<file path="config.mk">
export PLATFORM = sky130hd
export DESIGN_NAME = jtvigil_pcmx
export DESIGN_NICKNAME = d
export VERILOG_FILES = /design/src/rtl/jtvigil_pcmx.sv
export SDC_FILE = /design/constraint.sdc
export NUM_CORES = 1
export LEC_CHECK = 0
export CORE_AREA = 4 4 149 151
export CTS_CLUSTER_DIAMETER = 60
export DETAILED_ROUTE_END_ITERATION = 10
export DIE_AREA = 0 0 153 155
export PLACE_DENSITY = 0.49
export RECOVER_POWER = 100
export SKIP_LAST_GASP = 1
export SYNTH_ARGS = -nofsm -noshare
export SYNTH_HDL_FRONTEND = slang
export SYNTH_SLANG_ARGS = --single-unit
</file>
<file path="constraint.sdc">
create_clock -name clk -period 8.6 [get_ports clk]
set_input_delay 1.29 -clock clk [delete_from_list [all_inputs] [get_ports clk]]
set_output_delay 1.29 -clock clk [all_outputs]
set_load 0.01 [all_outputs]
</file>
<file path="src/rtl/jtvigil_pcmx.sv">
// jtvigil_pcmx: multi-channel 8-bit PCM sample player.
// Each channel walks a ROM byte range (start..end) at the sample rate given
// by cen, or on CPU step edges in manual mode. A single fetch engine serves
// channels in fixed priority (lowest index first) over a shared ROM port.
module jtvigil_pcmx #(
  parameter int CH = 2,
  parameter int AW = 16
) (
  input  logic                    clk,
  input  logic                    rst,
  input  logic                    cen,
  input  logic                    wr,
  input  logic                    rd,
  input  logic [$clog2(CH)+2:0]   addr,
  input  logic [7:0]              din,
  output logic [7:0]              dout,
  output logic                    rom_cs,
  output logic [AW-1:0]           rom_addr,
  input  logic [7:0]              rom_data,
  input  logic                    rom_ok,
  output logic [CH*8-1:0]         snd,
  output logic                    irq
);

  localparam int SW = (CH > 1) ? $clog2(CH) : 1;

  typedef enum logic [1:0] {IDLE, ADDR, WAIT} st_t;

  st_t           st_q;
  logic [SW-1:0] sel_q;
  logic [AW-1:0] rom_addr_q;
  logic          rom_cs_q;
  logic          disc_q;

  logic [AW-1:0] start_q [CH];
  logic [AW-1:0] start_d [CH];
  logic [AW-1:0] end_q   [CH];
  logic [AW-1:0] end_d   [CH];
  logic [AW-1:0] cur_q   [CH];
  logic [AW-1:0] cur_d   [CH];
  logic [7:0]    snd_q   [CH];
  logic [7:0]    snd_d   [CH];
  logic [CH-1:0] busy_q, busy_d, done_q, done_d, pend_q, pend_d;
  logic [CH-1:0] loop_q, loop_d, man_q, man_d, step_q, step_d, stpp_q, stpp_d;
  logic [CH-1:0] dset, wsel;

  logic [2:0]    wreg;
  int            wch;
  logic          fin;
  logic          any_pend;
  logic [SW-1:0] nxt_ch;
  logic          kill;

  assign wreg = addr[2:0];
  assign fin  = (st_q == WAIT) && rom_ok;

  // Decode the CPU channel select and pick the next channel to fetch.
  always_comb begin
    wch      = int'(addr >> 3);
    any_pend = |(pend_q & busy_q);
    nxt_ch   = '0;
    wsel     = '0;
    for (int c = CH - 1; c >= 0; c--) begin
      if (pend_q[c] && busy_q[c]) nxt_ch = SW'(c);
      wsel[c] = wr && (wch == c);
    end
    // A key-off aimed at the channel the engine is (about to be) serving
    // marks the in-flight sample as stale so it is never written to snd.
    kill = wr && (wreg == 3'd6) && !din[0] &&
           (wch == int'((st_q == IDLE) ? nxt_ch : sel_q));
  end

  // Per-channel next state: fetch completion, then CPU writes, then ticks.
  always_comb begin
    dset   = '0;
    busy_d = busy_q;
    pend_d = pend_q;
    loop_d = loop_q;
    man_d  = man_q;
    step_d = step_q;
    stpp_d = step_q;
    for (int c = 0; c < CH; c++) begin
      start_d[c] = start_q[c];
      end_d[c]   = end_q[c];
      cur_d[c]   = cur_q[c];
      snd_d[c]   = snd_q[c];

      if (fin && (int'(sel_q) == c) && !disc_q) begin
        snd_d[c]  = rom_data;
        pend_d[c] = 1'b0;
        if (cur_q[c] == end_q[c]) begin
          if (loop_q[c]) begin
            cur_d[c] = start_q[c];
          end else begin
            busy_d[c] = 1'b0;
            dset[c]   = 1'b1;
          end
        end else begin
          cur_d[c] = cur_q[c] + AW'(1);
        end
      end

      if (wsel[c]) begin
        case (wreg)
          3'd0, 3'd1, 3'd2: begin
            for (int b = 0; b < AW; b++)
              if (b / 8 == int'(wreg)) start_d[c][b] = din[b % 8];
          end
          3'd3, 3'd4, 3'd5: begin
            for (int b = 0; b < AW; b++)
              if (b / 8 == int'(wreg) - 3) end_d[c][b] = din[b % 8];
          end
          3'd6: begin
            loop_d[c] = din[1];
            man_d[c]  = din[2];
            if (din[0]) begin
              busy_d[c] = 1'b1;
              cur_d[c]  = start_q[c];
            end else begin
              busy_d[c] = 1'b0;
              pend_d[c] = 1'b0;
              snd_d[c]  = 8'h00;
            end
          end
          default: step_d[c] = din[0];
        endcase
      end

      if (busy_d[c] && ((!man_q[c] && cen) || (man_q[c] && step_q[c] && !stpp_q[c])))
        pend_d[c] = 1'b1;
    end
    done_d = (done_q & ~{CH{rd}}) | dset;
  end

  // Channel state registers.
  always_ff @(posedge clk or posedge rst) begin
    if (rst) begin
      for (int c = 0; c < CH; c++) begin
        start_q[c] <= '0;
        end_q[c]   <= '0;
        cur_q[c]   <= '0;
        snd_q[c]   <= '0;
      end
      busy_q <= '0;
      done_q <= '0;
      pend_q <= '0;
      loop_q <= '0;
      man_q  <= '0;
      step_q <= '0;
      stpp_q <= '0;
    end else begin
      for (int c = 0; c < CH; c++) begin
        start_q[c] <= start_d[c];
        end_q[c]   <= end_d[c];
        cur_q[c]   <= cur_d[c];
        snd_q[c]   <= snd_d[c];
      end
      busy_q <= busy_d;
      done_q <= done_d;
      pend_q <= pend_d;
      loop_q <= loop_d;
      man_q  <= man_d;
      step_q <= step_d;
      stpp_q <= stpp_d;
    end
  end

  // Fetch engine: present the address, request, then wait for rom_ok.
  always_ff @(posedge clk or posedge rst) begin
    if (rst) begin
      st_q       <= IDLE;
      sel_q      <= '0;
      rom_addr_q <= '0;
      rom_cs_q   <= 1'b0;
      disc_q     <= 1'b0;
    end else begin
      case (st_q)
        IDLE: begin
          if (any_pend) begin
            sel_q      <= nxt_ch;
            rom_addr_q <= cur_q[nxt_ch];
            disc_q     <= kill;
            st_q       <= ADDR;
          end
        end
        ADDR: begin
          rom_cs_q <= 1'b1;
          disc_q   <= disc_q | kill;
          st_q     <= WAIT;
        end
        WAIT: begin
          disc_q <= disc_q | kill;
          if (rom_ok) begin
            rom_cs_q <= 1'b0;
            st_q     <= IDLE;
          end
        end
        default: st_q <= IDLE;
      endcase
    end
  end

  // Status port: busy in the low nibble, done flags in the high nibble.
  always_comb begin
    dout = 8'h00;
    if (rd) begin
      for (int c = 0; c < CH; c++) begin
        dout[c]     = busy_q[c];
        dout[c + 4] = done_q[c];
      end
    end
  end

  for (genvar g = 0; g < CH; g++) begin : g_snd
    assign snd[g*8 +: 8] = snd_q[g];
  end

  assign rom_cs   = rom_cs_q;
  assign rom_addr = rom_addr_q;
  assign irq      = |done_q;

endmodule

</file>
==> key figures, run 1 <==
STA
  – Max Freq: 219.7 MHz
  – Clock tree skew after final layout: 0.008903 ns
  – Final period util: 52.94%
  – Endpoints failing setup: 0
  – Hold Violations, Final: 0
  – Final Max Slew Viols: 125
  – Setup TNS: 0 ns
  – Worst-margin pin slew: 3.683 ns
  – Normalized max-slew margin: -146.9%
  – Unrepaired setup endpoints after global routing: false
  – Shortest clock period the worst path allows after layout: 4.553 ns
  – Final Worst Setup Slack: 4.047 ns

Routing
  – Total via count in the routed design: 5,697
  – Post-route DRC: 0
  – Iter 0 DRT Violations: 494
  – Post-Route WL: 21,610 um
  – Post-detailed-route count of antenna-violating nets: 0
  – Detail-routed net length per standard cell: 20.78 um
  – Mean number of vias per cell: 5.478
  – First-pass detailed-route iteration total: 5

Global route
  – GRT Util Overall: 18.71%
  – Antenna violations before repair: 0
  – Via count of the first global-routing pass: 5,790
  – Maximum number of pins on one net before global-route repair: 81
  – Total gr overflow: 0
  – Global-route wire length before repair: 34,360 um

Pwr
  – Switching component of the power: 0.8167 mW
  – Pwr per Cell Area: 290.5 mW/mm2
  – Sequential group share of total power: 42.8%
  – Cell internal power dissipation: 1.705 mW
  – Power share of the combinational group: 26.9%
  – Lkg Pwr: 3.713 nW
  – Clock share of power: 30.3%
  – Peak supply drop: 0.1344 mV
  – Switching part of the total: 32.38%
  – Pwr Total: 2.522 mW

Worst hold path
  – Cell depth of the worst hold path: 0
  – Type of the most critical hold path: reg2reg

Run status
  – Failing checks: capacitance limit, slew limit
  – Result of the run: finished with violations

Logic synthesis
  – Sequential fraction of the synthesis area: 50.71%
  – Summed instance area of the synthesized netlist: 0.007254 mm2
  – Commonest register cell after synthesis: sky130_fd_sc_hd__dfrtp_1
  – Count of cell types in the netlist: 62
  – Count of synthesis-stage warnings from yosys: 0
  – Mean instance size in the synthesized netlist: 10.33 um2
  – Flip-flop and latch count after synthesis: 147
  – Count of mapped cells out of synthesis: 702
  – Share of flip-flops with an asynchronous set or reset after synthesis: 100.0%
  – Number of enable-type register cells in the synthesized netlist: 0

Place
  – DP Wirelength: 15,470 um
  – Post-placement setup slack: 4.674 ns
  – Area post-placement: 0.008110 mm2
  – RD Place Congestion: 0.8917
  – Number of I/O port buffers: 63

Setup path
  – Slowest-stage cell, CP: sky130_fd_sc_hd__clkinvlp_2
  – Worst R2R Path Depth: 6
  – Highest fanout seen on the critical path: 80
  – Critical path endpoint category: async pin
  – Kind of launch point of the worst setup path: input pin
  – Largest stage delay on the critical path: 2.07 ns
  – Data required, critical path: 9.02 ns
  – Critical Setup Path Class: in2async
  – Ordered cell list for the critical path: dlygate4sd3_1 > clkinvlp_2 > buf_4
  – Data arrival time of the critical path: 4.97 ns

Clock tree
  – Total of hold buffers inserted after clock tree synthesis: 0
  – Quantity of gates resized following cts: 0
  – Count of H-tree levels built during CTS: 4
  – CTS Buf Count: 17
  – Reg clk slew, reported paths: 0.06 ns
  – CTS tree: yes
  – Clock root buffer: sky130_fd_sc_hd__clkbuf_16
  – CTS Buffer Depth: 2
  – Latest clock arrival within the worst-skew pair: 0.42 ns
  – Number of sinks handled by clock tree synthesis: 147
  – Post-CTS Setup Repair Bufs: 0

Floorplanning
  – Boundary Pins: 68
  – Die Height: 155 um
  – Placement row count: 53
  – Effective utilization at floorplan: 34.84%
  – Placeable core region: 0.02082 mm2
  – Area of the die: 0.02372 mm2
  – Die Width: 153 um

Run
  – # Max-Cap Violations: 3

Cells and area
  – # fillers: 2,051
  – Ant diodes: 0
  – Post-layout nets: 784
  – Synth-to-layout area growth: 19.70%
  – Fraction of layout cells with a size suffix above 1: 14.51%
  – Final Cell Area: 0.008683 mm2
## state kept, by name (all words and copies together), names as in the netlist
signal / flops
rom_addr: 16
start_q: 32
step_q: 2
rom_cs: 1
cur_q: 32
stpp_q: 2
disc_q: 1
snd: 16
done_q: 2
sel_q: 1
pend_q: 2
st_q: 2
busy_q: 2
end_q: 32
man_q: 2
loop_q: 2
## per-layer routing
| metal | up-vias | GRT usage, % | part of all wire [%] |
|---|---|---|---|
| li1 | 2604 | - | - |
| met1 | 2887 | 25.75 | 46 |
| met2 | 177 | 30.18 | 48 |
| met3 | 29 | 3.227 | 4.3 |
| met4 | 0 | 6.279 | 2.0 |
| met5 | - | 0 | 0 |
## power by group through the flow
| stage | clock, mW | sequential [mW] | combinational (mW) |
|---|---|---|---|
| floorplan | 0 | 1.05 | 0.423 |
| global placement | 0 | 1.09 | 0.708 |
| detailed placement | 0 | 1.09 | 0.715 |
| CTS | 0.782 | 1.08 | 0.719 |
| global route | 0.811 | 1.11 | 0.759 |
| finish | 0.764 | 1.08 | 0.679 |
## worst max-delay path, delay by kind of cell
kind | cells | cell delay, ns
buf+inv | 3 | 3.61
## placed cells by master, fill, tap and decap left out, types with 3 or more instances in the layout
cell and count:
sky130_fd_sc_hd__mux2_2 66, sky130_fd_sc_hd__nand3_1 20, sky130_fd_sc_hd__dlygate4sd3_1 43, sky130_fd_sc_hd__ha_1 5
sky130_fd_sc_hd__and2_1 10, sky130_fd_sc_hd__or2_2 3, sky130_fd_sc_hd__inv_1 14, sky130_fd_sc_hd__nor2_1 57
sky130_fd_sc_hd__clkbuf_16 17, sky130_fd_sc_hd__o21ai_0 22, sky130_fd_sc_hd__mux2i_1 18, sky130_fd_sc_hd__a211oi_1 8
sky130_fd_sc_hd__a311oi_1 7, sky130_fd_sc_hd__xor2_1 33, sky130_fd_sc_hd__dfrtp_1 147, sky130_fd_sc_hd__or3_1 5
sky130_fd_sc_hd__a31oi_1 5, sky130_fd_sc_hd__bufinv_16 3, sky130_fd_sc_hd__nand4_1 8, sky130_fd_sc_hd__and3_1 11
sky130_fd_sc_hd__nand2_1 74, sky130_fd_sc_hd__o221a_2 3, sky130_fd_sc_hd__o22ai_1 9, sky130_fd_sc_hd__clkinv_2 3
sky130_fd_sc_hd__o211ai_1 3, sky130_fd_sc_hd__nor3b_1 3, sky130_fd_sc_hd__o32ai_1 3, sky130_fd_sc_hd__conb_1 4
sky130_fd_sc_hd__a21oi_1 54, sky130_fd_sc_hd__clkbuf_1 5, sky130_fd_sc_hd__nor3_1 13, sky130_fd_sc_hd__nand3b_1 3
sky130_fd_sc_hd__clkbuf_8 3, sky130_fd_sc_hd__o21a_1 6, sky130_fd_sc_hd__buf_4 6, sky130_fd_sc_hd__clkdlybuf4s50_1 20
sky130_fd_sc_hd__nor4_1 9
## cell type report
type,instances,area [um2],share of cell area [%]
Sequential cell,147,3679,42.36
Multi-Input combinational cell,499,3309,38.11
Timing Repair Buffer,72,686.9,7.911
Clock buffer,22,474.2,5.461
Tap cell,275,344.1,3.963
Clock inverter,9,128.9,1.484
Inverter,16,61.31,0.7061
## final timing paths
path / from / endpoint / slack (ns)
worst max-delay path: rst / end_q[18]$_DFFE_PP0P_ / 4.05
worst min-delay path: step_q[1]$_DFFE_PP0P_ / stpp_q[1]$_DFF_PP0_ / 0.42
worst max register to register: cur_q[0]$_DFF_PP0_ / cur_q[8]$_DFF_PP0_ / 5.28
worst min register to register: step_q[1]$_DFFE_PP0P_ / stpp_q[1]$_DFF_PP0_ / 0.42
max in group clk: rd / dout[5] / 4.68
min in group asynchronous: rst / st_q[1]$_DFFE_PP0P_ / 2.41
## per-stage QoR
stage,std cells,util [%],hold slack (ns)
finish,1040,41.70,0.4185
global placement,1009,38.95,0.3916
floorplan,705,-,0.3678
CTS,1040,41.85,0.4131
global route,1040,41.70,0.4272
detailed placement,1009,38.95,0.3994
## cells in the mapped netlist (all sizes together), types with 5 or more instances
library cell	instances	area [um2]
a311oi	7	61.31
ha	5	62.56
mux2	66	743.2
dfrtp	147	3679
inv	15	56.30
o22ai	9	56.30
mux2i	18	180.2
or3	5	31.28
buf	21	126.4
nand2	74	277.8
clkbuf	22	83.83
and3	11	68.82
o21ai	23	122.6
nand4	8	50.05
nor3	14	70.07
xor2	33	289.0
a31oi	5	31.28
o21a	6	45.04
and2	11	68.82
nor2	57	214.0
nand3	20	100.1
nor4	9	56.30
a211oi	8	60.06
a21oi	54	270.3
## logic make-up (layout without fill, tap and decap cells)
logic type	after synthesis	count (layout)	synth area share [%]
flip-flops	147	147	50.71
XOR/XNOR	35	35	4.226
buffers and inverters	59	119	3.725
multiplexers	84	84	12.73
adder cells (fa/ha/maj)	5	5	0.8624
AND/OR/NAND/NOR	231	231	15.40
AO/OA/AOI/OAI	140	140	12.30
other	1	4	0.05169
Note: power is estimated with default switching activity, not from simulation.
==> run 2, diff against run 1 <==
PLACE_DENSITY = 0.51   (was 0.49)
clock period = 3.9 ns   (was 8.6 ns; I/O delays follow)
==> run 2 against run 1 <==
Effect of this change:
- the run still ends with capacitance limit, slew limit left
- non-clock buffer count is 7 higher
- combinational power rose by 130%
- setup slack got worse by 3.1 ns
- power increased by 120%
- critical path depth up 1
- critical path type is now in2reg
- largest power group unchanged
==> key figures, run 2 (synthesis results as in run 1) <==
Floorplanning
  – Placement row count: 53
  – Placeable core region: 0.02082 mm2
  – Die Width: 153 um
  – Die Height: 155 um
  – Area of the die: 0.02372 mm2
  – Boundary Pins: 68
  – Effective utilization at floorplan: 34.84%

Place
  – RD Place Congestion: 0.8495
  – Post-placement setup slack: 0.7349 ns
  – DP Wirelength: 15,000 um
  – Number of I/O port buffers: 63
  – Dpl cells: 1,016

Cells and area
  – Post-layout nets: 791
  – Highest-count cells in the layout ignoring fill and taps: sky130_fd_sc_hd__dfrtp_1, sky130_fd_sc_hd__nand2_1, sky130_fd_sc_hd__mux2_2
  – Leading cell type in the layout, fill and taps excluded: sky130_fd_sc_hd__dfrtp_1
  – Synth-to-layout area growth: 20.30%
  – Final Util: 41.91%
  – Post-layout instance count excluding filler cells: 1,048
  – Ant diodes: 0
  – Fraction of layout cells with a size suffix above 1: 15.14%
  – Biggest registers after layout: cur_q x32, end_q x32, start_q x32

Setup path
  – Destination of the worst register-to-register timing path: cur_q[27]$_DFF_PP0_
  – Register-to-register setup slack: 1.04 ns
  – Highest fanout seen on the critical path: 8
  – Worst path buffer plus inverter count: 1
  – Beginning of the critical path: addr[3]
  – Worst setup path end: start_q[9]$_DFFE_PP0P_
  – Largest stage delay on the critical path: 1.33 ns
  – Data required, critical path: 4.21 ns
  – Family with the most delay on the worst path: simple AND/OR/NAND/NOR gates
  – Worst R2R Path Depth: 7
  – Number of cells on the critical path: 4
  – Data arrival time of the critical path: 3.26 ns
  – Ordered cell list for the critical path: dlygate4sd3_1 > nand2_1 > nor3b_1 > mux2_2
  – Slowest-stage cell, CP: sky130_fd_sc_hd__nor3b_1
  – Beginning of the worst register-to-register path: cur_q[19]$_DFF_PP0_
  – Kind of launch point of the worst setup path: input pin
  – Critical Setup Path Class: in2reg
  – Critical path endpoint category: register

Routing
  – Total via count in the routed design: 5,715
  – Post-Route WL: 21,370 um
  – Post-detailed-route count of antenna-violating nets: 0
  – Mean number of vias per cell: 5.453
  – First-pass detailed-route iteration total: 5
  – Detail-routed net length per standard cell: 20.39 um
  – Post-route DRC: 0
  – Iter 0 DRT Violations: 498

STA
  – Hold Violations, Final: 0
  – Endpoints failing setup: 0
  – Final Worst Setup Slack: 0.9462 ns
  – Worst-margin pin slew: 2.050 ns
  – Unrepaired setup endpoints after global routing: false
  – Shortest clock period the worst path allows after layout: 2.954 ns
  – Final period util: 75.74%
  – Setup TNS: 0 ns
  – Clock tree skew after final layout: 0.01031 ns
  – Normalized max-slew margin: -36.64%
  – Max Freq: 338.5 MHz
  – Final Max Slew Viols: 192

Pwr
  – Pwr Total: 5.551 mW
  – Pwr per Cell Area: 636.0 mW/mm2
  – Switching component of the power: 1.834 mW
  – Switching part of the total: 33.05%
  – Sequential group share of total power: 42.5%
  – Lkg Pwr: 3.724 nW
  – Peak supply drop: 0.3147 mV
  – Cell internal power dissipation: 3.716 mW
  – Clock share of power: 29.8%
  – Power share of the combinational group: 27.6%

Clock tree
  – Number of sinks handled by clock tree synthesis: 147
  – CTS Buffer Depth: 2
  – Clock root buffer: sky130_fd_sc_hd__clkbuf_16
  – Latest clock arrival within the worst-skew pair: 0.42 ns
  – Reg clk slew, reported paths: 0.06 ns
  – Post-CTS Setup Repair Bufs: 0
  – Quantity of gates resized following cts: 0
  – Total of hold buffers inserted after clock tree synthesis: 0
  – Count of H-tree levels built during CTS: 4
  – CTS Buf Count: 17
  – CTS tree: yes

Worst hold path
  – Type of the most critical hold path: reg2reg

Run
  – # Max-Cap Violations: 3

Global route
  – Maximum number of pins on one net before global-route repair: 148
  – Global-route wire length before repair: 33,680 um
  – GRT Util Overall: 18.35%
  – Antenna violations before repair: 0
  – Via count of the first global-routing pass: 5,590
  – Total gr overflow: 0

Run status
  – Result of the run: finished with violations
  – Failing checks: capacitance limit, slew limit
[run 2: cell type report]
cell class	count	area, um2
Sequential cell	147	3679
Clock buffer	22	474.2
Timing Repair Buffer	79	728.2
Fill cell	2023	12100
Tap cell	275	344.1
Multi-Input combinational cell	499	3313
Inverter	16	63.81
Clock inverter	10	125.1
[run 2: worst min-delay path by stage]
stage	startpoint	endpoint	slack, ns	depth (start not counted)
floorplan	step_q[0]$_DFFE_PP0P_	stpp_q[0]$_DFF_PP0_	0.37	0
detailed placement	step_q[0]$_DFFE_PP0P_	stpp_q[0]$_DFF_PP0_	0.39	0
global route	step_q[0]$_DFFE_PP0P_	stpp_q[0]$_DFF_PP0_	0.41	0
CTS	step_q[0]$_DFFE_PP0P_	stpp_q[0]$_DFF_PP0_	0.40	0
global placement	step_q[1]$_DFFE_PP0P_	stpp_q[1]$_DFF_PP0_	0.39	0
finish	step_q[0]$_DFFE_PP0P_	stpp_q[0]$_DFF_PP0_	0.40	0
[run 2: power groups by stage]
stage	Clock, mW	Combinational (mW)	Sequential (mW)
floorplan	0	0.933	2.32
global placement	0	1.58	2.38
detailed placement	0	1.60	2.39
CTS	1.68	1.61	2.37
global route	1.75	1.69	2.42
finish	1.66	1.53	2.36
[run 2: metrics by stage]
stage	area [um2]	hold slack, ns
6_report	8727	0.4039
5_1_grt	8727	0.4121
4_1_cts	8773	0.4031
3_3_place_gp	8174	0.3899
2_1_floorplan	7269	0.3678
3_5_place_dp	8174	0.3879
[run 2: layer usage]
metal	vias up	GRT usage [%]	part of all wire, %
met5	-	0	0
met4	0	7.425	2.9
met3	38	3.143	5.4
met2	234	29.63	47
met1	2826	24.70	45
li1	2617	-	-
==> run 3, diff against run 2 <==
clock period = 2.4 ns   (was 3.9 ns; I/O delays follow)
==> run 3 against run 2 <==
Effect of this change:
- the run now ends clean
- final cell count up 5.3%
- die area unchanged
- register-to-register slack worse by 0.87 ns
- critical path type is now reg2reg
- largest cell class unchanged
==> key figures, run 3 (synthesis results as in run 1) <==
Run status
  – Result of the run: finished, final reports clean

STA
  – Max Freq: 449.1 MHz
  – Hold Violations, Final: 0
  – Unrepaired setup endpoints after global routing: false
  – Shortest clock period the worst path allows after layout: 2.227 ns
  – Final Max Slew Viols: 0
  – Worst-margin pin slew: 1.298 ns
  – Final period util: 92.78%
  – Normalized max-slew margin: 13.49%
  – Clock tree skew after final layout: 0.007638 ns
  – Endpoints failing setup: 0
  – Setup TNS: 0 ns

Global route
  – Via count of the first global-routing pass: 6,089
  – GRT Util Overall: 19.47%
  – Antenna violations before repair: 0
  – Maximum number of pins on one net before global-route repair: 66
  – Global-route wire length before repair: 35,580 um
  – Total gr overflow: 0

Setup path
  – Largest stage delay on the critical path: 0.43 ns
  – Data required, critical path: 2.71 ns
  – Worst path buffer plus inverter count: 1
  – Beginning of the critical path: cur_q[31]$_DFF_PP0_
  – Register-to-register setup slack: 0.17 ns
  – Family with the most delay on the worst path: simple AND/OR/NAND/NOR gates
  – Ordered cell list for the critical path: xor2_1 > nor4_2 > nand4_1 > buf_4 > o21a_1 > or2_2 > o221a_2
  – Slowest-stage cell, CP: sky130_fd_sc_hd__dfrtp_1
  – Critical path endpoint category: register
  – Highest fanout seen on the critical path: 14
  – Kind of launch point of the worst setup path: register
  – Critical Setup Path Class: reg2reg
  – Beginning of the worst register-to-register path: cur_q[31]$_DFF_PP0_
  – Data arrival time of the critical path: 2.53 ns

Floorplanning
  – Boundary Pins: 68
  – Placeable core region: 0.02082 mm2
  – Effective utilization at floorplan: 34.84%
  – Area of the die: 0.02372 mm2
  – Die Height: 155 um
  – Die Width: 153 um
  – Placement row count: 53

Clock tree
  – Quantity of gates resized following cts: 0
  – CTS Buf Count: 17
  – Latest clock arrival within the worst-skew pair: 0.42 ns
  – Reg clk slew, reported paths: 0.06 ns
  – Total of hold buffers inserted after clock tree synthesis: 0
  – Clock root buffer: sky130_fd_sc_hd__clkbuf_16
  – Count of H-tree levels built during CTS: 4
  – Number of sinks handled by clock tree synthesis: 147
  – CTS tree: yes
  – CTS Buffer Depth: 2
  – Post-CTS Setup Repair Bufs: 0

Pwr
  – Switching component of the power: 3.033 mW
  – Lkg Pwr: 4.011 nW
  – Clock share of power: 31.9%
  – Power share of the combinational group: 29.0%
  – Cell internal power dissipation: 6.526 mW
  – Peak supply drop: 0.4947 mV
  – Pwr per Cell Area: 1040 mW/mm2
  – Sequential group share of total power: 39.1%
  – Switching part of the total: 31.73%

Place
  – DP Wirelength: 16,710 um
  – Dpl cells: 1,072
  – Number of I/O port buffers: 63
  – RD Place Congestion: 0.9098

Cells and area
  – Post-layout nets: 847
  – Fraction of layout cells with a size suffix above 1: 20.02%
  – Synth-to-layout area growth: 26.75%
  – Ant diodes: 0
  – Biggest registers after layout: cur_q x32, end_q x32, start_q x32
  – Post-layout instance count excluding filler cells: 1,104
  – Leading cell type in the layout, fill and taps excluded: sky130_fd_sc_hd__dfrtp_1
  – Highest-count cells in the layout ignoring fill and taps: sky130_fd_sc_hd__dfrtp_1, sky130_fd_sc_hd__nand2_1, sky130_fd_sc_hd__mux2_2

Routing
  – Iter 0 DRT Violations: 416
  – Post-Route WL: 22,410 um
  – First-pass detailed-route iteration total: 5
  – Post-detailed-route count of antenna-violating nets: 0
  – Mean number of vias per cell: 5.256
  – Post-route DRC: 0
  – Total via count in the routed design: 5,803
  – Detail-routed net length per standard cell: 20.30 um

Run
  – # Max-Cap Violations: 0

Worst hold path
  – Type of the most critical hold path: in2async
[run 3: changes by cell type in the layout (fill, tap and decap cells not counted), sizes merged]
| cell | before | now |
|---|---|---|
| buf | 9 | 52 |
| clkbuf | 29 | 40 |
| bufinv | 2 | 6 |
| clkinvlp | 5 | 2 |
| clkdlybuf4s50 | 20 | 22 |
| dlygate4sd3 | 43 | 41 |
| clkinv | 4 | 5 |
[run 3: layout make-up]
| class | instances | area (um2) |
|---|---|---|
| Timing Repair Buffer | 135 | 1119 |
| Sequential cell | 147 | 3679 |
| Tap cell | 275 | 344.1 |
| Inverter | 16 | 61.31 |
| Clock buffer | 20 | 446.7 |
| Fill cell | 2025 | 11630 |
| Multi-Input combinational cell | 499 | 3318 |
| Clock inverter | 12 | 227.7 |
[run 3: power by group through the flow]
stage          logic [mW]  clock network (mW)  registers, mW
3_3_place_gp         2.88                   0           3.77
2_1_floorplan        1.52                   0           3.76
6_report             2.77                3.05           3.74
3_5_place_dp         2.91                   0           3.80
5_1_grt              3.07                3.22           3.84
4_1_cts              2.93                3.11           3.76
[run 3: worst reg2reg max path: stages (launching register included)]
cell                      delay, ns
sky130_fd_sc_hd__dfrtp_1       0.43
sky130_fd_sc_hd__xor2_1        0.17
sky130_fd_sc_hd__nor4_2        0.34
sky130_fd_sc_hd__nand4_1       0.17
sky130_fd_sc_hd__buf_4         0.23
sky130_fd_sc_hd__o21a_1        0.21
sky130_fd_sc_hd__or2_2         0.30
sky130_fd_sc_hd__o221a_2       0.25
[run 3: metrics by stage]
stage / power [mW] / hold slack [ns] / area [um2] / utilization, % / worst slack (ns)
detailed placement: 6.708 / 0.3951 / 8620 / 41.40 / 0.02927
finish: 9.559 / 0.3064 / 9195 / 44.16 / 0.1734
floorplan: 5.281 / 0.3678 / 7269 / - / 0.1930
global placement: 6.655 / 0.3894 / 8620 / 41.40 / 0.09106
global route: 10.12 / 0.3288 / 9195 / 44.16 / 0.04419
CTS: 9.798 / 0.1865 / 9294 / 44.63 / 0.02227
[run 3: final timing paths]
check                                      end  cells past startpoint
max                        cur_q[27]$_DFF_PP0_                      7
max in group asynchronous  cur_q[22]$_DFF_PP0_                      3
min                        done_q[1]$_DFF_PP0_                      2
min reg2reg                stpp_q[1]$_DFF_PP0_                      0
min in group clk           stpp_q[1]$_DFF_PP0_                      0
max reg2reg                cur_q[27]$_DFF_PP0_                      7
[run 3: per-layer routing]
layer,global-route usage [%],share of wire (%),vias up
met5,0,0,-
met4,5.940,1.4,0
met3,3.616,4.3,25
met2,31.91,48,171
met1,26.45,47,2876
li1,-,-,2731
